**src/rtl/register_file_bypass_if.sv**
```systemverilog
// Decode-side bus of the bypassing register file: write port, two read ports,
// and the clear request / busy pair.
interface register_file_bypass_if #(
  parameter int WIDTH         = 16,
  parameter int REGISTER_BITS = 4
);
  logic                     clearRequest;
  logic                     busy;
  logic                     shouldWrite;
  logic [REGISTER_BITS-1:0] writeAddress;
  logic [WIDTH-1:0]         writeData;
  logic [REGISTER_BITS-1:0] register1Address;
  logic [REGISTER_BITS-1:0] register2Address;
  logic [WIDTH-1:0]         register1Data;
  logic [WIDTH-1:0]         register2Data;

  modport master (
    output clearRequest, shouldWrite, writeAddress, writeData,
           register1Address, register2Address,
    input  busy, register1Data, register2Data
  );

  modport slave (
    input  clearRequest, shouldWrite, writeAddress, writeData,
           register1Address, register2Address,
    output busy, register1Data, register2Data
  );
endinterface

```
**src/rtl/register_file_bypass.sv**
```systemverilog
// Two-read / one-write register file with optional hardwired zero register,
// same-cycle write bypass and a hardware clear sweep that stalls the datapath.
module register_file_bypass #(
  parameter int WIDTH         = 16,
  parameter int REGISTER_BITS = 4,
  parameter bit ZERO_REG      = 1'b1,
  parameter bit BYPASS        = 1'b1
) (
  input  logic                   clock,
  input  logic                   reset,
  register_file_bypass_if.slave  bus_io
);
  localparam int DEPTH = 1 << REGISTER_BITS;

  typedef enum logic {CLEAR, IDLE} state_t;

  state_t                   state_q;
  logic [REGISTER_BITS-1:0] clearIndex_q;
  logic                     busy_q;
  logic [WIDTH-1:0]         mem_q [DEPTH];

  logic                     writeLive;
  logic                     wrEn;
  logic [REGISTER_BITS-1:0] wrAddr;
  logic [WIDTH-1:0]         wrData;

  // The sweep visits every entry exactly once and leaves CLEAR on the last one.
  always_ff @(posedge clock or posedge reset) begin
    if (reset) begin
      state_q      <= CLEAR;
      clearIndex_q <= '0;
      busy_q       <= 1'b1;
    end else begin
      case (state_q)
        CLEAR: begin
          clearIndex_q <= clearIndex_q + 1'b1;
          if (&clearIndex_q) begin
            state_q <= IDLE;
            busy_q  <= 1'b0;
          end
        end
        IDLE: begin
          if (bus_io.clearRequest) begin
            state_q      <= CLEAR;
            clearIndex_q <= '0;
            busy_q       <= 1'b1;
          end
        end
        default: begin
          state_q      <= CLEAR;
          clearIndex_q <= '0;
          busy_q       <= 1'b1;
        end
      endcase
    end
  end

  // A clear request in the same cycle as a write takes precedence and drops it.
  assign writeLive = (state_q == IDLE) && bus_io.shouldWrite && !bus_io.clearRequest;

  always_comb begin
    wrEn   = 1'b0;
    wrAddr = bus_io.writeAddress;
    wrData = bus_io.writeData;
    if (state_q == CLEAR) begin
      wrEn   = 1'b1;
      wrAddr = clearIndex_q;
      wrData = '0;
    end else if (writeLive && !(ZERO_REG && (bus_io.writeAddress == '0))) begin
      wrEn = 1'b1;
    end
  end

  // Storage has no per-entry reset; the reset branch only blocks writes.
  always_ff @(posedge clock or posedge reset) begin
    if (reset) begin
    end else if (wrEn) begin
      mem_q[wrAddr] <= wrData;
    end
  end

  function automatic logic [WIDTH-1:0] readPort(
    input logic [REGISTER_BITS-1:0] addr,
    input logic                     idle,
    input logic                     live,
    input logic [REGISTER_BITS-1:0] wAddr,
    input logic [WIDTH-1:0]         wData,
    input logic [WIDTH-1:0]         stored
  );
    if (!idle)                            return '0;
    if (ZERO_REG && (addr == '0))         return '0;
    if (BYPASS && live && (addr == wAddr)) return wData;
    return stored;
  endfunction

  assign bus_io.register1Data = readPort(bus_io.register1Address, state_q == IDLE, writeLive,
                                         bus_io.writeAddress, bus_io.writeData,
                                         mem_q[bus_io.register1Address]);
  assign bus_io.register2Data = readPort(bus_io.register2Address, state_q == IDLE, writeLive,
                                         bus_io.writeAddress, bus_io.writeData,
                                         mem_q[bus_io.register2Address]);
  assign bus_io.busy = busy_q;
endmodule

```
**src/flat_wrapper.sv**
```systemverilog
// flat-port wrapper written by rule: the top's interface ports become plain ports
module register_file_bypass_flat 
#(
  parameter int WIDTH         = 16,
  parameter int REGISTER_BITS = 4,
  parameter bit ZERO_REG      = 1'b1,
  parameter bit BYPASS        = 1'b1
)
  (clock, reset, bus_io_clearRequest, bus_io_shouldWrite, bus_io_writeAddress, bus_io_writeData, bus_io_register1Address, bus_io_register2Address, bus_io_busy, bus_io_register1Data, bus_io_register2Data);
  register_file_bypass_if #(.WIDTH(WIDTH), .REGISTER_BITS(REGISTER_BITS)) bus_io_i ();
  input  logic clock;
  input  logic reset;
  input wire logic [$bits(bus_io_i.clearRequest)-1:0] bus_io_clearRequest;
  input wire logic [$bits(bus_io_i.shouldWrite)-1:0] bus_io_shouldWrite;
  input wire logic [$bits(bus_io_i.writeAddress)-1:0] bus_io_writeAddress;
  input wire logic [$bits(bus_io_i.writeData)-1:0] bus_io_writeData;
  input wire logic [$bits(bus_io_i.register1Address)-1:0] bus_io_register1Address;
  input wire logic [$bits(bus_io_i.register2Address)-1:0] bus_io_register2Address;
  output wire logic [$bits(bus_io_i.busy)-1:0] bus_io_busy;
  output wire logic [$bits(bus_io_i.register1Data)-1:0] bus_io_register1Data;
  output wire logic [$bits(bus_io_i.register2Data)-1:0] bus_io_register2Data;
  assign bus_io_i.clearRequest = bus_io_clearRequest;
  assign bus_io_i.shouldWrite = bus_io_shouldWrite;
  assign bus_io_i.writeAddress = bus_io_writeAddress;
  assign bus_io_i.writeData = bus_io_writeData;
  assign bus_io_i.register1Address = bus_io_register1Address;
  assign bus_io_i.register2Address = bus_io_register2Address;
  assign bus_io_busy = bus_io_i.busy;
  assign bus_io_register1Data = bus_io_i.register1Data;
  assign bus_io_register2Data = bus_io_i.register2Data;
  register_file_bypass #(.WIDTH(WIDTH), .REGISTER_BITS(REGISTER_BITS), .ZERO_REG(ZERO_REG), .BYPASS(BYPASS)) u_core (.clock(clock), .reset(reset), .bus_io(bus_io_i));
endmodule
```
**config.mk**
```make
export PLATFORM = sky130hd
export DESIGN_NAME = register_file_bypass_flat
export DESIGN_NICKNAME = d
export VERILOG_FILES = /design/src/rtl/register_file_bypass_if.sv /design/src/rtl/register_file_bypass.sv /design/src/flat_wrapper.sv
export SDC_FILE = /design/constraint.sdc
export NUM_CORES = 1
export LEC_CHECK = 0
export BUFFER_PORTS_ARGS = -buffer_cell sky130_fd_sc_hd__buf_2
export CORE_MARGIN = 2
export CORE_UTILIZATION = 62
export DETAILED_ROUTE_END_ITERATION = 10
export PLACE_DENSITY = 0.81
export SYNTH_ARGS = -nofsm -noshare
export SYNTH_HDL_FRONTEND = slang
export SYNTH_SLANG_ARGS = --single-unit
export TNS_END_PERCENT = 20
```
**constraint.sdc**
```tcl
create_clock -name clock -period 2.7 [get_ports clock]
set_clock_uncertainty 0.2 [all_clocks]
set_input_delay 0.135 -clock clock [delete_from_list [all_inputs] [get_ports clock]]
set_output_delay 0.135 -clock clock [all_outputs]
set_load 0.02 [all_outputs]
```
==> flow_summary.ini <==
[global_routing]
track_usage_pct = 32.9
grt_pass1_wl_um = 51600
grt_max_degree = 45
grt_pass1_vias = 8223
antenna_found_initial = 0
overflow = 0

[synthesis]
synth_largest_area_cell = edfxtp_1
dominantRegCellSynth = edfxtp_1
yosysWarnings = 0
avgSynthCellArea_sq_um = 18.7
synth_adder_area_share_pct = 0.0975
netlist_area_sq_um = 12800
synth_edf_count = 256
syn-num-nets = 720
synthXorXnorAreaFrac_pct = 0.614
synthMuxAreaShare_pct = 26.9
yosys-top-cells-area = edfxtp_1 (60%), mux4_2 (19%), mux4_1 (3.5%)
synth_top_area_share_pct = 59.9
ys_ff_latch = 262
synthCells = 687
synth_top_family_by_area = multiplexers
ys_seq_area_share_pct = 61.1
synth_compound_area_share_pct = 4.48
synth.distinct_cells = 46
synthArstFlopShare_pct = 2.29
synth-simple-area-share_pct = 3.94

[setup_path]
critical_path.endpoint_type = output port
cp_top_family = compound AO/OA/AOI/OAI gates
crit_path_max_fanout = 16
arrival_ns = 2.31
startpoint_type = register
max_stage_delay_ns = 0.44
path_buf_inv = 1
cp.required_ns = 2.37
crit_type = register to output port
slowest_stage = dfrtp_1
path_cells = nand3b_1 -> nor3_2 -> a21bo_4 -> o21ai_0 -> buf_2

[run]
maxCapViolCount = 0

[layout]
fill_cells = 1175
drive_above_1_share_pct = 37.8
fin_cells = 1075
syn_to_final_growth_pct = 14.0
final_nets = 820
final_area_sq_um = 14600
diodes = 0

[timing]
maxSlewViolCount = 0
hold_viol_final = 0
slew_headroom_pct = 21.3
holdWs_ns = 0.0661
min_period_over_period_pct = 97.9
grt_setup_unrepaired = no
finalSetupViolations = 0
tightestPinTransition_ns = 1.18
min_period_ns = 2.64
fin_setup_tns_ns = 0
fmax_mhz = 378

[placed_design]
io_buffers = 64
dp.cells = 1020
routabilityCongestion = 0.843
placed_area_sq_um = 13700
hpwl_um = 21300

[clock_network]
clk_latency_ns = 0.54
cts_buffer_depth = 3
clk_root_buffer_cell = clkbuf_16
htree_num_levels = 1
clkSlewWorstSetupHoldPaths_ns = 0.06
cts.sinks = 262
cts_tree = done
cts-buffers-inserted = 27

[routing]
dr.first_iter.drc_count = 1128
final_antenna_net_count = 0
avgViaCountPerCell = 7.47
first_pass_iters = 5
wl_per_cell_um = 32.8
num_vias = 8027
drt-total-wl_um = 35300
drc = 0

[floorplanning]
row_count = 52
io_pins = 65
die_h_um = 148
coreArea_sq_um = 20300
die_w_um = 148
die_area_sq_um = 21900
start_util_pct = 63.2

[pwr]
p_leak_nw = 5.09
power.total_w = 0.0111
power_density_nw_per_um2 = 762
ir_drop_mv = 0.484

[min_path]
worst_hold_path_type = primary input to register

[outcome]
outcome = complete, no violations
-- worst register-to-register path, cell delays in order, from the launching register on --
cell and delay [ns]:
dfrtp_1 0.44, buf_4 0.24, or2_2 0.29, o31ai_1 0.10, nand2_1 0.25, nor2_2 0.23
buf_4 0.28
-- report_power, final --
part           switching (W)  total, W  internal (W)
logic                0.00148   0.00240      0.000917
registers           0.000251   0.00537       0.00512
clock network        0.00145   0.00337       0.00192
total                0.00319    0.0111       0.00796
-- per-stage QoR --
step                setup WS, ns  util, %
floorplan                  0.257        -
global placement           0.358     67.6
detailed placement         0.225     67.6
CTS                       0.0207     71.7
global route             0.00505     72.1
finish                    0.0559     72.1
-- final cells by class --
class                           count  area, sq um  share of cell area, %
Sequential cell                   262         7840                   53.6
Multi-Input combinational cell    366         4700                   32.1
Timing Repair Buffer              126          955                   6.52
Clock buffer                       36          709                   4.85
Tap cell                          270          338                   2.31
Clock inverter                     11         73.8                  0.504
Inverter                            4         15.0                  0.103
-- per-layer routing --
| layer | track usage [%] | share of wire, % | vias up |
|---|---|---|---|
| met5 | 0 | 0 | - |
| met4 | 14.5 | 4.8 | 0 |
| met3 | 8.95 | 13 | 142 |
| met2 | 53.1 | 48 | 694 |
| met1 | 42.7 | 34 | 4053 |
| li1 | - | - | 3138 |
-- cell usage after synthesis (all sizes together), types with 2 or more instances --
master  instances
a21oi           4
nor2b           2
clkbuf         15
xor2            8
nor4            2
nand2          22
mux2i          32
nand3           2
mux2           17
nand4          16
o21ai          20
buf            40
dfrtp           5
a22o           17
nor2           25
mux4          128
edfxtp        256
nand3b          2
a22oi          32
inv             4
nor3            3
nand2b          2
and2           17
-- kinds of logic (layout without fill, tap and decap cells) --
group / count (synthesis) / in the layout
flip-flops: 262 / 262
buffers and inverters: 59 / 177
adder cells (fa/ha/maj): 1 / 1
AND/OR/NAND/NOR: 98 / 98
multiplexers: 177 / 177
AO/OA/AOI/OAI: 81 / 81
XOR/XNOR: 9 / 9
-- cells in the final DEF, fill, tap and decap left out, types with 2 or more instances in the layout --
master         netlist  routed
edfxtp_1           256     256
clkbuf_16            0      27
clkinv_2             0       2
nand3b_1             2       2
nor3_1               2       2
nor2_1              25       9
buf_2               16      61
mux2_2              17      17
xor2_1               8       8
clkbuf_1            13       9
mux2i_1             32      32
a21oi_1              4       3
buf_12               3      12
nand2b_1             2       2
clkinv_1             0       7
a22oi_1             32      32
o21ai_0             20      19
mux4_1              17      17
nand2_1             22      22
nand4_1             16      16
a22o_1              17      17
buf_4               11      49
dlygate4sd3_1        0       3
nor2_2               0      16
and2_1              17      17
nand3_1              2       2
mux4_2             111     111
nor2b_1              2       2
inv_1                4       4
dfrtp_1              5       5
-- timing repair --
| item | 4_1_cts | 5_1_grt |
|---|---|---|
| resized for setup | 2 | 4 |
| hold endpoints to repair | 12 | 0 |
| setup buffers | 0 | 5 |
| hold buffers | 3 | 0 |
| pin swaps | 0 | 2 |
| gates cloned | 0 | 0 |
| endpoints found under the setup margin | 16 | 18 |
-- sequential cells by signal (all words and copies together), names as in the netlist --
name	flops
u_core.clearIndex_q	4
u_core.mem_q	256
u_core.bus_io.busy	1
u_core.state_q	1
-- worst paths after layout --
path                                startpoint                 endpoint  slack [ns]  cells after the start
min in group asynchronous                reset           u_core.state_q        0.47                      4
max in group asynchronous                reset       u_core.bus_io.busy        1.57                      4
max                             u_core.state_q  bus_io_register2Data[5]        0.06                      5
min                        bus_io_writeData[2]       u_core.mem_q[1][2]        0.07                      2
max reg2reg                     u_core.state_q       u_core.mem_q[0][9]        0.34                      6
min reg2reg                 u_core.bus_io.busy       u_core.bus_io.busy        0.31                      2
Note: power is estimated with default switching activity, not from simulation.
